**config.mk**
```make
export PLATFORM = sky130hd
export DESIGN_NAME = param_deserializer_fifo
export DESIGN_NICKNAME = d
export VERILOG_FILES = /design/src/rtl/param_deserializer_fifo.sv
export SDC_FILE = /design/constraint.sdc
export NUM_CORES = 1
export LEC_CHECK = 0
export ABC_AREA = 1
export CAP_MARGIN = 15
export CORE_ASPECT_RATIO = 0.7
export CORE_MARGIN = 2
export CORE_UTILIZATION = 50
export CTS_BUF_LIST = sky130_fd_sc_hd__clkbuf_2
export CTS_CLUSTER_SIZE = 40
export DETAILED_ROUTE_END_ITERATION = 10
export GPL_TIMING_DRIVEN = 0
export HOLD_SLACK_MARGIN = 0.02
export PLACE_DENSITY = 0.71
export RECOVER_POWER = 50
export REMOVE_ABC_BUFFERS = 1
export SLEW_MARGIN = 30
export SYNTH_ARGS = -nofsm -noshare
export SYNTH_HDL_FRONTEND = slang
export SYNTH_SLANG_ARGS = --single-unit
```
**constraint.sdc**
```tcl
create_clock -name clk_100mhz -period 2.75 [get_ports clk_100mhz]
set_input_delay 0.55 -clock clk_100mhz [delete_from_list [all_inputs] [get_ports clk_100mhz]]
set_output_delay 0.55 -clock clk_100mhz [all_outputs]
set_load 0.005 [all_outputs]
```
**src/rtl/param_deserializer_fifo.sv**
```systemverilog
// rtl/param_deserializer_fifo.sv - serial-to-parallel word receiver with show-ahead FIFO (optional parity: DESER_PARITY_EN)
module param_deserializer_fifo #(
    parameter int WIDTH     = 8,
    parameter int DEPTH     = 4,
    parameter int MSB_FIRST = 1
) (
    input  logic                       clk_100mhz,
    input  logic                       reset,
    input  logic                       data_in,
    input  logic                       write_in,
    input  logic                       ack_in,
    input  logic                       flush_in,
    output logic [WIDTH-1:0]           data_out,
    output logic                       data_ready,
    output logic                       status_out,
    output logic [$clog2(DEPTH+1)-1:0] fill_level,
    output logic                       overflow_out,
    output logic                       parity_err_out
);

    localparam int FILL_W = $clog2(DEPTH + 1);
    localparam int PTR_W  = $clog2(DEPTH);
`ifdef DESER_PARITY_EN
    localparam int FRAME  = WIDTH + 1;
`else
    localparam int FRAME  = WIDTH;
`endif
    localparam int CNT_W  = $clog2(FRAME);

    logic [CNT_W-1:0]  cnt_q, cnt_d;
    logic [WIDTH-1:0]  sr_q, sr_d;
    logic [WIDTH-1:0]  sr_shift;
    logic [WIDTH-1:0]  word_in;
    logic [WIDTH-1:0]  mem_q [DEPTH];
    logic [WIDTH-1:0]  mem_d [DEPTH];
    logic [PTR_W-1:0]  wr_ptr_q, wr_ptr_d;
    logic [PTR_W-1:0]  rd_ptr_q, rd_ptr_d;
    logic [FILL_W-1:0] fill_q, fill_d;
    logic              ovf_q, ovf_d;
    logic              perr_q, perr_d;
    logic              accept;
    logic              last_bit;
    logic              push;
    logic              pop;
`ifdef DESER_PARITY_EN
    logic              par_ok;
    logic              par_edge;
`endif

    // Registered fill count drives the handshake and status outputs
    assign status_out     = (fill_q < FILL_W'(DEPTH));
    assign data_ready     = (fill_q != '0);
    assign fill_level     = fill_q;
    assign overflow_out   = ovf_q;
    assign parity_err_out = perr_q;
    assign data_out       = data_ready ? mem_q[rd_ptr_q] : '0;

    // Bit assembly, parity decision, push/pop and FIFO bookkeeping
    always_comb begin
        accept   = write_in && status_out && !flush_in;
        pop      = ack_in && data_ready && !flush_in;
        last_bit = accept && (cnt_q == CNT_W'(FRAME - 1));

        if (MSB_FIRST != 0) begin
            sr_shift = {sr_q[WIDTH-2:0], data_in};
        end else begin
            sr_shift = {data_in, sr_q[WIDTH-1:1]};
        end

`ifdef DESER_PARITY_EN
        // The trailing parity bit is checked but never shifted into the word
        par_edge = (cnt_q == CNT_W'(WIDTH));
        par_ok   = ~(^sr_q ^ data_in);
        word_in  = sr_q;
        push     = last_bit && par_ok;
        perr_d   = last_bit && !par_ok;
`else
        word_in  = sr_shift;
        push     = last_bit;
        perr_d   = 1'b0;
`endif

        cnt_d    = cnt_q;
        sr_d     = sr_q;
        wr_ptr_d = wr_ptr_q;
        rd_ptr_d = rd_ptr_q;
        fill_d   = fill_q;
        ovf_d    = ovf_q;
        mem_d    = mem_q;

        if (flush_in) begin
            cnt_d    = '0;
            sr_d     = '0;
            wr_ptr_d = '0;
            rd_ptr_d = '0;
            fill_d   = '0;
            ovf_d    = 1'b0;
        end else begin
            if (write_in && !status_out) begin
                ovf_d = 1'b1;
            end
            if (accept) begin
                cnt_d = last_bit ? '0 : cnt_q + CNT_W'(1);
`ifdef DESER_PARITY_EN
                if (!par_edge) begin
                    sr_d = sr_shift;
                end
`else
                sr_d = sr_shift;
`endif
            end
            if (push) begin
                mem_d[wr_ptr_q] = word_in;
                wr_ptr_d        = wr_ptr_q + PTR_W'(1);
            end
            if (pop) begin
                rd_ptr_d = rd_ptr_q + PTR_W'(1);
            end
            if (push && !pop) begin
                fill_d = fill_q + FILL_W'(1);
            end else if (pop && !push) begin
                fill_d = fill_q - FILL_W'(1);
            end
        end
    end

    // State registers with asynchronous active-low reset
    always_ff @(posedge clk_100mhz or negedge reset) begin
        if (!reset) begin
            cnt_q    <= '0;
            sr_q     <= '0;
            wr_ptr_q <= '0;
            rd_ptr_q <= '0;
            fill_q   <= '0;
            ovf_q    <= 1'b0;
            perr_q   <= 1'b0;
            for (int i = 0; i < DEPTH; i++) begin
                mem_q[i] <= '0;
            end
        end else begin
            cnt_q    <= cnt_d;
            sr_q     <= sr_d;
            wr_ptr_q <= wr_ptr_d;
            rd_ptr_q <= rd_ptr_d;
            fill_q   <= fill_d;
            ovf_q    <= ovf_d;
            perr_q   <= perr_d;
            mem_q    <= mem_d;
        end
    end

endmodule

```
### After elaboration in Yosys (flattened, before gate mapping)

Cells that the tools add are included.
W data, S select, Z words.

* flip-flop bits (word level): 50
* bits of input ports: 6
* logic and storage cells: 64
* output and inout port bits: 15

* bitwise gates (word level): 3
* equality and inequality tests: 1
* add/sub/neg operators: 5
* reductions and logical operators: 20
* multiplexer cells: 21
* magnitude comparators: 4

Operators with widths (count)
* $bwmux W32: 1
* $mux W8: 4
* $mux W3: 6
* $bmux W8 S2: 1
* $demux W8 S2: 1
* $mux W7: 2
* $logic_and A1 B1 Y1: 9
* $mux W2: 4
* $reduce_bool A2 Y1: 4
* $add A3 B1 Y3 const B: 2
* $ge A3 B3 Y1 const B: 2
* $not A2 Y3: 2
* $reduce_bool A3 Y1: 2
* $add A2 B1 Y2 const B: 2
* $logic_not A1 Y1: 4
* $eq A3 B3 Y1 const B: 1
* $lt A3 B1 Y1 const B: 1
* $lt A3 B3 Y1 const B: 1
* $sub A3 B1 Y3 const B: 1
* $mux W1: 2
* $reduce_and A2 Y1: 1
* $not A1 Y1: 1

### Depth between registers and ports, before layout

Gate-level depths: netlist of run 1.

* depth in word-level cells: 9
* gate-level depth with buffers: 12
* mapped depth without buffers: 12

### Least setup slack after synthesis of run 1

OpenSTA, ideal clock, no wires.

* path type: register to register
* start point: register cnt_q[0]
* end point: register fill_q[2] (netlist: fill_level[2])
* setup time: 0.117 ns
* clock period less this slack: 1.986 ns
* buffers on the path: 0
* path slack: 0.764 ns
* arrival: 1.868 ns
* stages on the path, launching flop included: 12
* required time: 2.633 ns
* cell sequence: dfrtp_1 > ha_1 > ha_1 > inv_1 > nor2_8 > nand2_1 > inv_1 > fa_1 > xnor2_1 > nand2_1 > nand3_1 > nand2_1

* word-level cells in the longest chain between the ends: 5

Ends and longest elaborated chain
* start, declared: line 30 `logic [CNT_W-1:0] cnt_q, cnt_d;`
* start signal, assigned: line 141 `cnt_q <= cnt_d;`
* $eq A3 B3 Y1 *: line 62 `last_bit = accept && (cnt_q == CNT_W'(FRAME - 1));`
* $logic_and A1 B1 Y1 *: line 62
* $logic_and A1 B1 Y1 or $logic_not A1 Y1 (tied branches): line 119, 121
* $mux W3 or $logic_and A1 B1 Y1 (tied branches): line 119, 121
* $mux W3 or $reduce_bool A3 Y1 (tied branches)
* end signal, assigned: line 145 `fill_q <= fill_d;`
* end, declared: line 38 `logic [FILL_W-1:0] fill_q, fill_d;`

Mark *: on every way between the ends. The rest lies on a longest branch, timed or not.
A chain may end at the register's enable or synchronous reset.

### Worst setup path in the final report of run 1

* start point: register rd_ptr_q[0]
* end point: output port data_out[4]

* word-level cells in the longest chain between the ends: 5

Ends and longest elaborated chain
* start, declared: line 37 `logic [PTR_W-1:0] rd_ptr_q, rd_ptr_d;`
* start signal, assigned: line 144 `rd_ptr_q <= rd_ptr_d;`
* $not A2 Y3 (implied by the code): line 56 `assign data_out = data_ready ? mem_q[rd_ptr_q] : '0;`
* $bmux W8 S2: line 56
* $mux W8 (implied by the code) (2 in a row): line 56
* $mux W8: line 56
* end, declared: line 13 `output logic [WIDTH-1:0] data_out,`

Every way passes these cells. The select of a mux whose other input is x is not followed.

==> run_summary.xml, run 1 <==
<?xml version="1.0" encoding="UTF-8"?>
<metrics>
  <group name="final_layout">
    <metric name="final_layout_size_suffix_gt1_share" unit="%">18.3</metric>
    <metric name="final_common_cell" unit="">nand2_1</metric>
    <metric name="layout.cells.non_filler" unit="">352</metric>
    <metric name="final_cell_mix" unit="">nand2_1 (51), dfrtp_1 (47), nor2_1 (39)</metric>
    <metric name="final_util" unit="%">58.4</metric>
    <metric name="nets" unit="">307</metric>
    <metric name="fillCellCount" unit="">440</metric>
    <metric name="syn2layout_area_growth" unit="%">13.0</metric>
    <metric name="count_of_antenna_diodes_in_the_layout" unit="">0</metric>
  </group>
  <group name="timing">
    <metric name="max_freq" unit="MHz">383</metric>
    <metric name="tns" unit="ns">0</metric>
    <metric name="postLayoutSetupSlackWorst" unit="ns">0.141</metric>
    <metric name="final.hold.worst_slack" unit="ns">0.330</metric>
    <metric name="skew" unit="ns">0.0243</metric>
    <metric name="final_hold_viol_count" unit="">0</metric>
    <metric name="post-route-min-period" unit="ns">2.61</metric>
    <metric name="slew_violations" unit="">0</metric>
    <metric name="worst_slew_margin_rel" unit="%">18.9</metric>
    <metric name="report.final.setup_viol" unit="">0</metric>
    <metric name="timing_worst_slew_pin_value" unit="ns">1.22</metric>
    <metric name="layout_worst_path_cycle_share" unit="%">94.9</metric>
  </group>
  <group name="synth">
    <metric name="synth_fa_ha_area_share" unit="%">3.89</metric>
    <metric name="yosys.area.top_type_share" unit="%">51.2</metric>
    <metric name="synth_simple_gate_area_share" unit="%">20.2</metric>
    <metric name="share_of_the_yosys_chip_area_belonging_to_registers" unit="%">51.2</metric>
    <metric name="synth_cells" unit="">271</metric>
    <metric name="yosysWarningCount" unit="">0</metric>
    <metric name="synth_flop_cell" unit="">dfrtp_1</metric>
    <metric name="post_synth_instance_area" unit="sq um">2440</metric>
    <metric name="area_contributors_post_synth" unit="">dfrtp_1 (51%), nand2_1 (8.0%), nor2_1 (6.0%)</metric>
    <metric name="synth_area_per_cell" unit="sq um">9.02</metric>
    <metric name="mux_contribution_to_synthesized_area" unit="%">0</metric>
    <metric name="ys_seq_elements" unit="">50</metric>
    <metric name="yosysTopAreaCell" unit="">dfrtp_1</metric>
    <metric name="synth_top_family_by_area" unit="">simple AND/OR/NAND/NOR gates</metric>
    <metric name="synth_edf_count" unit="">0</metric>
    <metric name="proportion_of_synthesized_flip_flops_having_asynchronous_set_or_reset" unit="%">100</metric>
    <metric name="synth_compound_area_share" unit="%">17.8</metric>
    <metric name="synth_xor_area_share" unit="%">0.358</metric>
    <metric name="synthDistinctLibCells" unit="">27</metric>
  </group>
  <group name="placement">
    <metric name="post-place-ws" unit="ns">0.121</metric>
    <metric name="gp_congestion" unit="">0.841</metric>
    <metric name="detailed_placer_s_ending_hpwl" unit="mm">3.18</metric>
    <metric name="place_inst" unit="">337</metric>
    <metric name="place.port_buffers" unit="">19</metric>
  </group>
  <group name="setup_path">
    <metric name="worstPathArrival" unit="ns">2.06</metric>
    <metric name="crit_required" unit="ns">2.20</metric>
    <metric name="critPathMaxFanout" unit="">10</metric>
    <metric name="start_kind" unit="">flop</metric>
    <metric name="critPathCaptureType" unit="">output pin</metric>
    <metric name="worst_path_max_delay_cell" unit="">dfrtp_4</metric>
    <metric name="cpPeakStageDelay" unit="ns">0.58</metric>
    <metric name="r2r_slack" unit="ns">0.63</metric>
    <metric name="worst-setup-path-type" unit="">flop to output pin</metric>
    <metric name="crit_chain" unit="">clkinvlp_4 -&gt; buf_4 -&gt; o21ai_0 -&gt; a21oi_2 -&gt; clkdlybuf4s50_1</metric>
  </group>
  <group name="hold_path">
    <metric name="worst_hold_path_type" unit="">input pin to async pin</metric>
  </group>
  <group name="global_route">
    <metric name="grt_first_pass_wirelength" unit="mm">8.78</metric>
    <metric name="grt_max_degree" unit="">51</metric>
    <metric name="grt_remaining_overflow" unit="">0</metric>
    <metric name="groute.usage.overall" unit="%">20.8</metric>
    <metric name="first_global_vias" unit="">1769</metric>
    <metric name="antenna_found_initial" unit="">0</metric>
  </group>
  <group name="outcome">
    <metric name="status" unit="">finished clean</metric>
  </group>
  <group name="route">
    <metric name="drt_drc_violations_left" unit="">0</metric>
    <metric name="drt.antenna.violating_nets" unit="">0</metric>
    <metric name="first_iter_violations" unit="">96</metric>
    <metric name="dr_total_vias" unit="">1846</metric>
    <metric name="avgRoutedWirePerCell" unit="um">14.2</metric>
    <metric name="overall_routed_net_length" unit="mm">4.99</metric>
    <metric name="detailedRoute.firstPassIterationCount" unit="">4</metric>
    <metric name="route.detailed.vias_per_inst" unit="">5.24</metric>
  </group>
  <group name="die">
    <metric name="core_area" unit="sq um">4730</metric>
    <metric name="ios" unit="">21</metric>
    <metric name="die_area" unit="sq um">5470</metric>
    <metric name="std_cell_rows" unit="">21</metric>
    <metric name="horizontal_die_dimension" unit="um">87.6</metric>
    <metric name="die_y" unit="um">62.5</metric>
    <metric name="start_util" unit="%">51.7</metric>
  </group>
  <group name="pwr">
    <metric name="power_report.internal_total" unit="mW">1.13</metric>
    <metric name="pwr-share-clk" unit="%">16.2</metric>
    <metric name="power.leakage" unit="nW">1.28</metric>
    <metric name="seq_power_share" unit="%">46.8</metric>
    <metric name="power_per_cell_area" unit="nW/um^2">633</metric>
    <metric name="total_switching_power" unit="mW">0.615</metric>
    <metric name="maximum_vdd_drop" unit="mV">0.291</metric>
    <metric name="switching_share" unit="%">35.2</metric>
    <metric name="power.combinational.fraction" unit="%">37.0</metric>
  </group>
  <group name="clocking">
    <metric name="cts.clk_slew.worst_paths" unit="ns">0.25</metric>
    <metric name="clock_tree_from_tritoncts" unit="">built</metric>
    <metric name="clock_sinks" unit="">50</metric>
    <metric name="cts.root.buffer_cell" unit="">clkbuf_2</metric>
    <metric name="numCtsBuffers" unit="">5</metric>
    <metric name="clock_tree.htree_level_count" unit="">2</metric>
    <metric name="worst_case_clock_buffer_depth" unit="">2</metric>
    <metric name="clock_latency_of_the_later_clocked_register_in_the_worst_skew_pair" unit="ns">0.41</metric>
  </group>
  <group name="job">
    <metric name="maxCapViolCount" unit="">0</metric>
  </group>
</metrics>
==> final timing paths <==
| path | from | to | cells after the start |
|---|---|---|---|
| min in group clk_100mhz | cnt_q[0]$_DFFE_PN0P_ | cnt_q[0]$_DFFE_PN0P_ | 1 |
| max in group asynchronous | reset | rd_ptr_q[0]$_DFFE_PN0P_ | 1 |
| min reg2reg | cnt_q[0]$_DFFE_PN0P_ | cnt_q[0]$_DFFE_PN0P_ | 1 |
| max reg2reg | cnt_q[0]$_DFFE_PN0P_ | fill_level[2]$_DFFE_PN0P_ | 12 |
| max | rd_ptr_q[0]$_DFFE_PN0P_ | data_out[4] | 5 |
| min | reset | fill_level[1]$_DFFE_PN0P_ | 1 |
==> worst max-delay path, delay by kind of cell, from the launching register on <==
family / cells / cell delay, ns
DFF: 1 / 0.58
buffers and inverters: 3 / 0.76
AOI/OAI and AO/OA: 2 / 0.30
==> repair_timing <==
item / 4_1_cts / 5_1_grt
gates resized for setup: 5 / 10
buffers inserted: 2 / 5
hold buffers: 0 / 0
hold endpoints to repair: 0 / 0
setup endpoints to repair: 8 / 8
==> kinds of logic (layout without fill, tap and decap cells) <==
group                    Yosys count  in the layout
AND/OR/NAND/NOR                  110            110
AO/OA/AOI/OAI                     72             72
flip-flops                        50             50
buffers and inverters             30             54
adder cells (fa/ha/maj)            7              7
other                              1              1
XOR/XNOR                           1              1
==> area by class of cell <==
class | instances | area (sq um) | share of cell area (%)
flip-flops and latches | 50 | 1260 | 45.6
well taps | 57 | 71.3 | 2.58
repair buffers | 26 | 250 | 9.07
clock buffers | 5 | 25.0 | 0.907
multi-input cells | 191 | 1060 | 38.4
inverters | 20 | 86.3 | 3.13
clock inverters | 3 | 11.3 | 0.408
==> per-stage QoR <==
stage	area (sq um)	power [mW]
floorplan	2370	1.12
global route	2760	1.87
global placement	2630	1.37
CTS	2690	1.68
detailed placement	2630	1.38
finish	2760	1.75
==> power by group through the flow <==
stage	combinational, mW	sequential [mW]	clock [mW]
after CTS	0.546	0.842	0.293
after floorplan	0.286	0.833	0
after global placement	0.523	0.850	0
after detailed placement	0.531	0.849	0
final	0.646	0.818	0.283
after global routing	0.720	0.825	0.325
==> flip-flops by register name, indices dropped and copies added, names as in the netlist <==
name	cells
mem_q	32
sr_q	7
cnt_q	3
fill_level	3
rd_ptr_q	2
wr_ptr_q	2
overflow_out	1
==> Yosys cell counts, types with 4 or more instances <==
library cell  number
nand2_2            4
a21oi_1           10
ha_1               6
nand3_1            9
o21ai_0           19
inv_1             17
o21ai_2           16
o22ai_1            7
nand2_4            4
o21ai_1           17
buf_2              5
nor2_1            39
buf_6              4
dfrtp_1           50
nand2_1           52
==> routing by layer <==
metal	wire, um	track usage [%]	part of all wire [%]	up-vias
met4	21	4.62	0.42	0
met3	299	4.10	6.0	2
li1	-	-	-	936
met5	0	0	0	-
met1	2560	32.5	51	868
met2	2110	30.1	42	40
No activity file was read; power rests on OpenSTA's default activity.
==> inputs of run 2 (changes only) <==
PLACE_DENSITY = 0.75   (was 0.71)
==> run_summary.xml, run 2 (same netlist as run 1, synthesis figures left out) <==
<?xml version="1.0" encoding="UTF-8"?>
<metrics>
  <group name="die">
    <metric name="die_area" unit="sq um">5470</metric>
    <metric name="horizontal_die_dimension" unit="um">87.6</metric>
    <metric name="ios" unit="">21</metric>
    <metric name="core_area" unit="sq um">4730</metric>
    <metric name="die_y" unit="um">62.5</metric>
    <metric name="std_cell_rows" unit="">21</metric>
    <metric name="start_util" unit="%">51.7</metric>
  </group>
  <group name="timing">
    <metric name="skew" unit="ns">0.0364</metric>
    <metric name="final_hold_viol_count" unit="">0</metric>
    <metric name="tns" unit="ns">0</metric>
    <metric name="report.final.setup_viol" unit="">0</metric>
    <metric name="post-route-min-period" unit="ns">2.65</metric>
    <metric name="slew_violations" unit="">0</metric>
    <metric name="timing_worst_slew_pin_value" unit="ns">1.23</metric>
    <metric name="max_freq" unit="MHz">377</metric>
    <metric name="layout_worst_path_cycle_share" unit="%">96.4</metric>
    <metric name="worst_slew_margin_rel" unit="%">18.3</metric>
    <metric name="final.hold.worst_slack" unit="ns">0.316</metric>
  </group>
  <group name="final_layout">
    <metric name="nets" unit="">308</metric>
    <metric name="count_of_antenna_diodes_in_the_layout" unit="">0</metric>
    <metric name="final_util" unit="%">59.1</metric>
    <metric name="largest_register_ffs" unit="">32</metric>
    <metric name="final_layout_size_suffix_gt1_share" unit="%">19.3</metric>
    <metric name="final_cell_mix" unit="">nand2_1 (51), dfrtp_1 (47), nor2_1 (39)</metric>
    <metric name="largest-register" unit="">mem_q</metric>
    <metric name="top_regs" unit="">mem_q x32, sr_q x7</metric>
    <metric name="fillCellCount" unit="">423</metric>
    <metric name="layout.cells.non_filler" unit="">352</metric>
    <metric name="syn2layout_area_growth" unit="%">14.4</metric>
    <metric name="final_common_cell" unit="">nand2_1</metric>
  </group>
  <group name="setup_path">
    <metric name="worstPathArrival" unit="ns">2.10</metric>
    <metric name="worst-setup-path-type" unit="">flop to output pin</metric>
    <metric name="critPathMaxFanout" unit="">10</metric>
    <metric name="crit_required" unit="ns">2.20</metric>
    <metric name="start_kind" unit="">flop</metric>
    <metric name="critPathCaptureType" unit="">output pin</metric>
  </group>
  <group name="pwr">
    <metric name="seq_power_share" unit="%">45.8</metric>
    <metric name="pwr-share-clk" unit="%">15.7</metric>
    <metric name="power_report.internal_total" unit="mW">1.17</metric>
    <metric name="power.combinational.fraction" unit="%">38.5</metric>
    <metric name="power_per_cell_area" unit="nW/um^2">644</metric>
    <metric name="total_switching_power" unit="mW">0.629</metric>
    <metric name="maximum_vdd_drop" unit="mV">0.240</metric>
    <metric name="power.total" unit="mW">1.80</metric>
    <metric name="switching_share" unit="%">34.9</metric>
    <metric name="power.leakage" unit="nW">1.29</metric>
  </group>
  <group name="placement">
    <metric name="detailed_placer_s_ending_hpwl" unit="mm">3.24</metric>
    <metric name="place_inst" unit="">337</metric>
    <metric name="gp_congestion" unit="">0.801</metric>
    <metric name="place.port_buffers" unit="">19</metric>
  </group>
  <group name="route">
    <metric name="avgRoutedWirePerCell" unit="um">14.2</metric>
    <metric name="overall_routed_net_length" unit="mm">5.00</metric>
    <metric name="detailedRoute.firstPassIterationCount" unit="">5</metric>
    <metric name="first_iter_violations" unit="">124</metric>
    <metric name="route.detailed.vias_per_inst" unit="">5.21</metric>
    <metric name="drt.antenna.violating_nets" unit="">0</metric>
    <metric name="dr_total_vias" unit="">1834</metric>
    <metric name="drt_drc_violations_left" unit="">0</metric>
  </group>
  <group name="clocking">
    <metric name="clock_tree.htree_level_count" unit="">2</metric>
    <metric name="numCtsBuffers" unit="">5</metric>
    <metric name="clock_tree_from_tritoncts" unit="">built</metric>
    <metric name="clock_sinks" unit="">50</metric>
    <metric name="hold_buffers" unit="">0</metric>
    <metric name="cts.clk_slew.worst_paths" unit="ns">0.26</metric>
    <metric name="cts.root.buffer_cell" unit="">clkbuf_2</metric>
    <metric name="worst_case_clock_buffer_depth" unit="">2</metric>
    <metric name="clock_latency_of_the_later_clocked_register_in_the_worst_skew_pair" unit="ns">0.44</metric>
  </group>
  <group name="global_route">
    <metric name="first_global_vias" unit="">1688</metric>
    <metric name="grt_max_degree" unit="">51</metric>
    <metric name="grt_first_pass_wirelength" unit="mm">8.38</metric>
    <metric name="antenna_found_initial" unit="">0</metric>
    <metric name="grt_remaining_overflow" unit="">0</metric>
    <metric name="groute.usage.overall" unit="%">20.0</metric>
  </group>
  <group name="hold_path">
    <metric name="worst_hold_path_type" unit="">input pin to async pin</metric>
  </group>
  <group name="outcome">
    <metric name="status" unit="">finished clean</metric>
  </group>
  <group name="job">
    <metric name="maxCapViolCount" unit="">0</metric>
  </group>
</metrics>
## run 2: cell types whose count changed in the layout (fill, tap and decap cells not counted)
cell | previous run | this run
buf_4 | 6 | 5
a21boi_0 | 0 | 1
clkinv_1 | 3 | 0
o21ai_1 | 18 | 17
inv_1 | 14 | 15
a21boi_1 | 1 | 0
a21oi_1 | 5 | 4
a21oi_2 | 5 | 6
buf_12 | 1 | 3
o21ai_0 | 18 | 19
clkinv_2 | 1 | 3
inv_2 | 2 | 1
## run 2: final cells by class
class                      instances  area [sq um]  share of cell area, %
clock buffer                       5          25.0                  0.895
clock inverter                     2          10.0                  0.358
inverter                          20          86.3                   3.09
multi-input combinational        191          1060                   38.0
sequential                        50          1260                   45.0
tap                               57          71.3                   2.55
timing repair buffer              27           283                   10.1
## run 2: what timing repair did
action	CTS	global route
gates resized for setup	5	9
endpoints found under the setup margin	8	8
setup buffers	2	6
gates cloned	0	0
hold endpoints to repair	0	0
## run 2: worst max-delay path, cell delays in order, from the launching register on
cell,delay [ns]
dfrtp_4,0.60
clkinvlp_4,0.09
buf_4,0.16
o21ai_0,0.14
a21oi_2,0.17
clkdlybuf4s50_1,0.51
## run 2: metal layers
| layer | share of wire (%) | vias up | track usage (%) | routed length [um] |
|---|---|---|---|---|
| met1 | 52 | 870 | 31.5 | 2600 |
| met4 | 1.2 | 0 | 6.35 | 62 |
| met5 | 0 | - | 0 | 0 |
| met3 | 3.4 | 8 | 3.96 | 172 |
| li1 | - | 932 | - | - |
| met2 | 43 | 24 | 27.5 | 2170 |
## run 2: worst paths after layout
| check | startpoint | to | slack (ns) | cells past startpoint |
|---|---|---|---|---|
| max reg2reg | cnt_q[0]$_DFFE_PN0P_ | fill_level[2]$_DFFE_PN0P_ | 0.62 | 12 |
| min in group clk_100mhz | mem_q[20]$_DFFE_PN0P_ | mem_q[20]$_DFFE_PN0P_ | 0.51 | 2 |
| min reg2reg | mem_q[20]$_DFFE_PN0P_ | mem_q[20]$_DFFE_PN0P_ | 0.51 | 2 |
| max in group asynchronous | reset | rd_ptr_q[0]$_DFFE_PN0P_ | 1.58 | 1 |
| min | reset | mem_q[22]$_DFFE_PN0P_ | 0.32 | 1 |
| max | rd_ptr_q[0]$_DFFE_PN0P_ | data_out[5] | 0.1 | 5 |
## run 2: power by group through the flow
stage	Clock, mW	Sequential (mW)	Combinational [mW]
floorplan	0	0.833	0.286
global placement	0	0.850	0.519
detailed placement	0	0.851	0.528
CTS	0.288	0.845	0.541
global route	0.323	0.834	0.772
finish	0.283	0.825	0.693
## run 2: metrics by stage
step | worst slack, ns | instance area (sq um)
2_1_floorplan | 0.764 | 2370
3_3_place_gp | -0.314 | 2630
3_5_place_dp | 0.0901 | 2630
4_1_cts | 0.0255 | 2690
5_1_grt | -0.0349 | 2800
6_report | 0.0978 | 2800
==> RTL edit (flow settings as in run 1) <==
Set the parameter `MSB_FIRST` to 0 (it was 1).
--- a/src/rtl/param_deserializer_fifo.sv
+++ b/src/rtl/param_deserializer_fifo.sv
@@ -2,7 +2,7 @@
 module param_deserializer_fifo #(
     parameter int WIDTH     = 8,
     parameter int DEPTH     = 4,
-    parameter int MSB_FIRST = 1
+    parameter int MSB_FIRST = 0
 ) (
     input  logic                       clk_100mhz,
     input  logic                       reset,
Behaviour: not the same (Yosys sat finds a counterexample within 10 cycles, from zero or initial values and one cycle with reset low).
==> RTL edit against run 1 <==
- setup slack got worse by 0.013 ns
- final area increased by 2.1%
- non-clock buffer count increased by 7
- total power increased by 2.4%
- clock power increased by 6%
- die area decreased by 0.29%
- routed wire length increased by 3.5%
- synthesized cell count decreased by 0.37%
- sequential cell count unchanged
- area after synthesis decreased by 0.31%
- largest cell class unchanged
==> RTL edit: results (changes against run 1) <==
CP startpoint rd_ptr_q[0]$_DFFE_PN0P_ (unchanged); Comb power frac 36.9% (was 37.0%); routed len/inst 14.4 um (was 14.2 um); Final nets 314 (was 307); worst stage delay on the critical path 0.61 ns (was 0.58 ns); Max FO, Critical Path 9 (was 10); wl on met1 2730 um (was 2560 um); Post-Synth XOR/XNOR Area 0.360% (was 0.358%); Max VDD drop 0.000353 V (was 0.000291 V); Post-DP HPWL 3270 um (was 3180 um); non-clock buffer share of cell area 11.3% (was 9.07%); GP Congestion 0.773 (was 0.841); Tot GR Track Use 20.2% (was 20.8%); vias in the first global route 1,648 (was 1,769); cell leakage power 0.00140 uW (was 0.00128 uW); CP top delay family buffers and inverters (unchanged); internal power 1160 uW (was 1130 uW); Power Clock 300 uW (was 283 uW); routed length on met2 2160 um (was 2110 um); Antenna Cells 0 (unchanged); fraction of layout cells with a size suffix above 1 19.5% (was 18.3%); FF-to-FF setup slack 0.65 ns (was 0.63 ns); post-synthesis compound-gate area fraction 17.7% (was 17.8%); met1 Use GR 33.3% (was 32.5%); Worst-Skew Late Latency 0.45 ns (was 0.41 ns); Netlist cell types 28 (was 27); max_slew headroom 17.5% (was 18.9%); DR WL met3 223 um (was 299 um); Buffers, non-clock 33 (was 26); Synth top cells by count nand2_1 (53), dfrtp_1 (50), nor2_1 (39) (was nand2_1 (52), dfrtp_1 (50), nor2_1 (39)); worst clock skew 0.0355 ns (was 0.0243 ns); Multi-input gate area 1040 um^2 (was 1060 um^2); pwr/cell area 635 nW/um^2 (was 633 nW/um^2); Max H-tree Level 2 (unchanged); first-pass GRT wire length 8530 um (was 8780 um); Fillers 435 (was 440); Clk pin slew, worst setup/hold paths 0.28 ns (was 0.25 ns); multi-input gates 191 (unchanged); Area contributors post-synth dfrtp_1 (51%), nand2_1 (8.2%), nor2_1 (6.0%) (was dfrtp_1 (51%), nand2_1 (8.0%), nor2_1 (6.0%)); Worst setup endpoint data_out[0] (was data_out[4]); R2R cell count 11 (was 12); adder-cell share of the synthesized area 3.90% (was 3.89%); grt met3 use 4.89% (was 4.10%); global routing usage on met2 26.0% (was 30.1%); cts bufs inserted 5 (unchanged); initial DRC count 147 (was 96); hold slack 0.301 ns (was 0.330 ns); DR vias 1,869 (was 1,846); sequential-to-total area share from yosys stat 51.4% (was 51.2%); clk cell area share 1.47% (was 1.31%); status complete, no violations (unchanged)
-- RTL edit: changes by cell type in the layout (fill, tap and decap cells not counted), sizes merged --
cell,run 1,this run
buf,7,14
clkinvlp,2,3
dlymetal6s2s,0,5
clkdlybuf4s50,17,12
o21ai,52,51
nand2,60,61
clkinv,4,3
-- RTL edit: through the flow --
stage	TNS (ns)	utilization, %	setup slack (ns)	area [um^2]	std cells
6_report	0	59.6	0.128	2820	359
5_1_grt	-0.0157	59.6	-0.0102	2820	359
4_1_cts	0	57.0	0.0428	2700	348
3_5_place_dp	0	55.5	0.142	2620	337
3_3_place_gp	-17.24	55.5	-0.348	2630	337
2_1_floorplan	0	-	0.782	2360	261
-- RTL edit: timing repair --
action | in CTS | in global routing
setup endpoints to repair | 8 | 8
hold buffers | 0 | 0
gates cloned | 0 | 0
endpoints found under the hold margin | 0 | 0
resized for setup | 5 | 12
pin swaps | 0 | 1
setup buffers | 3 | 11
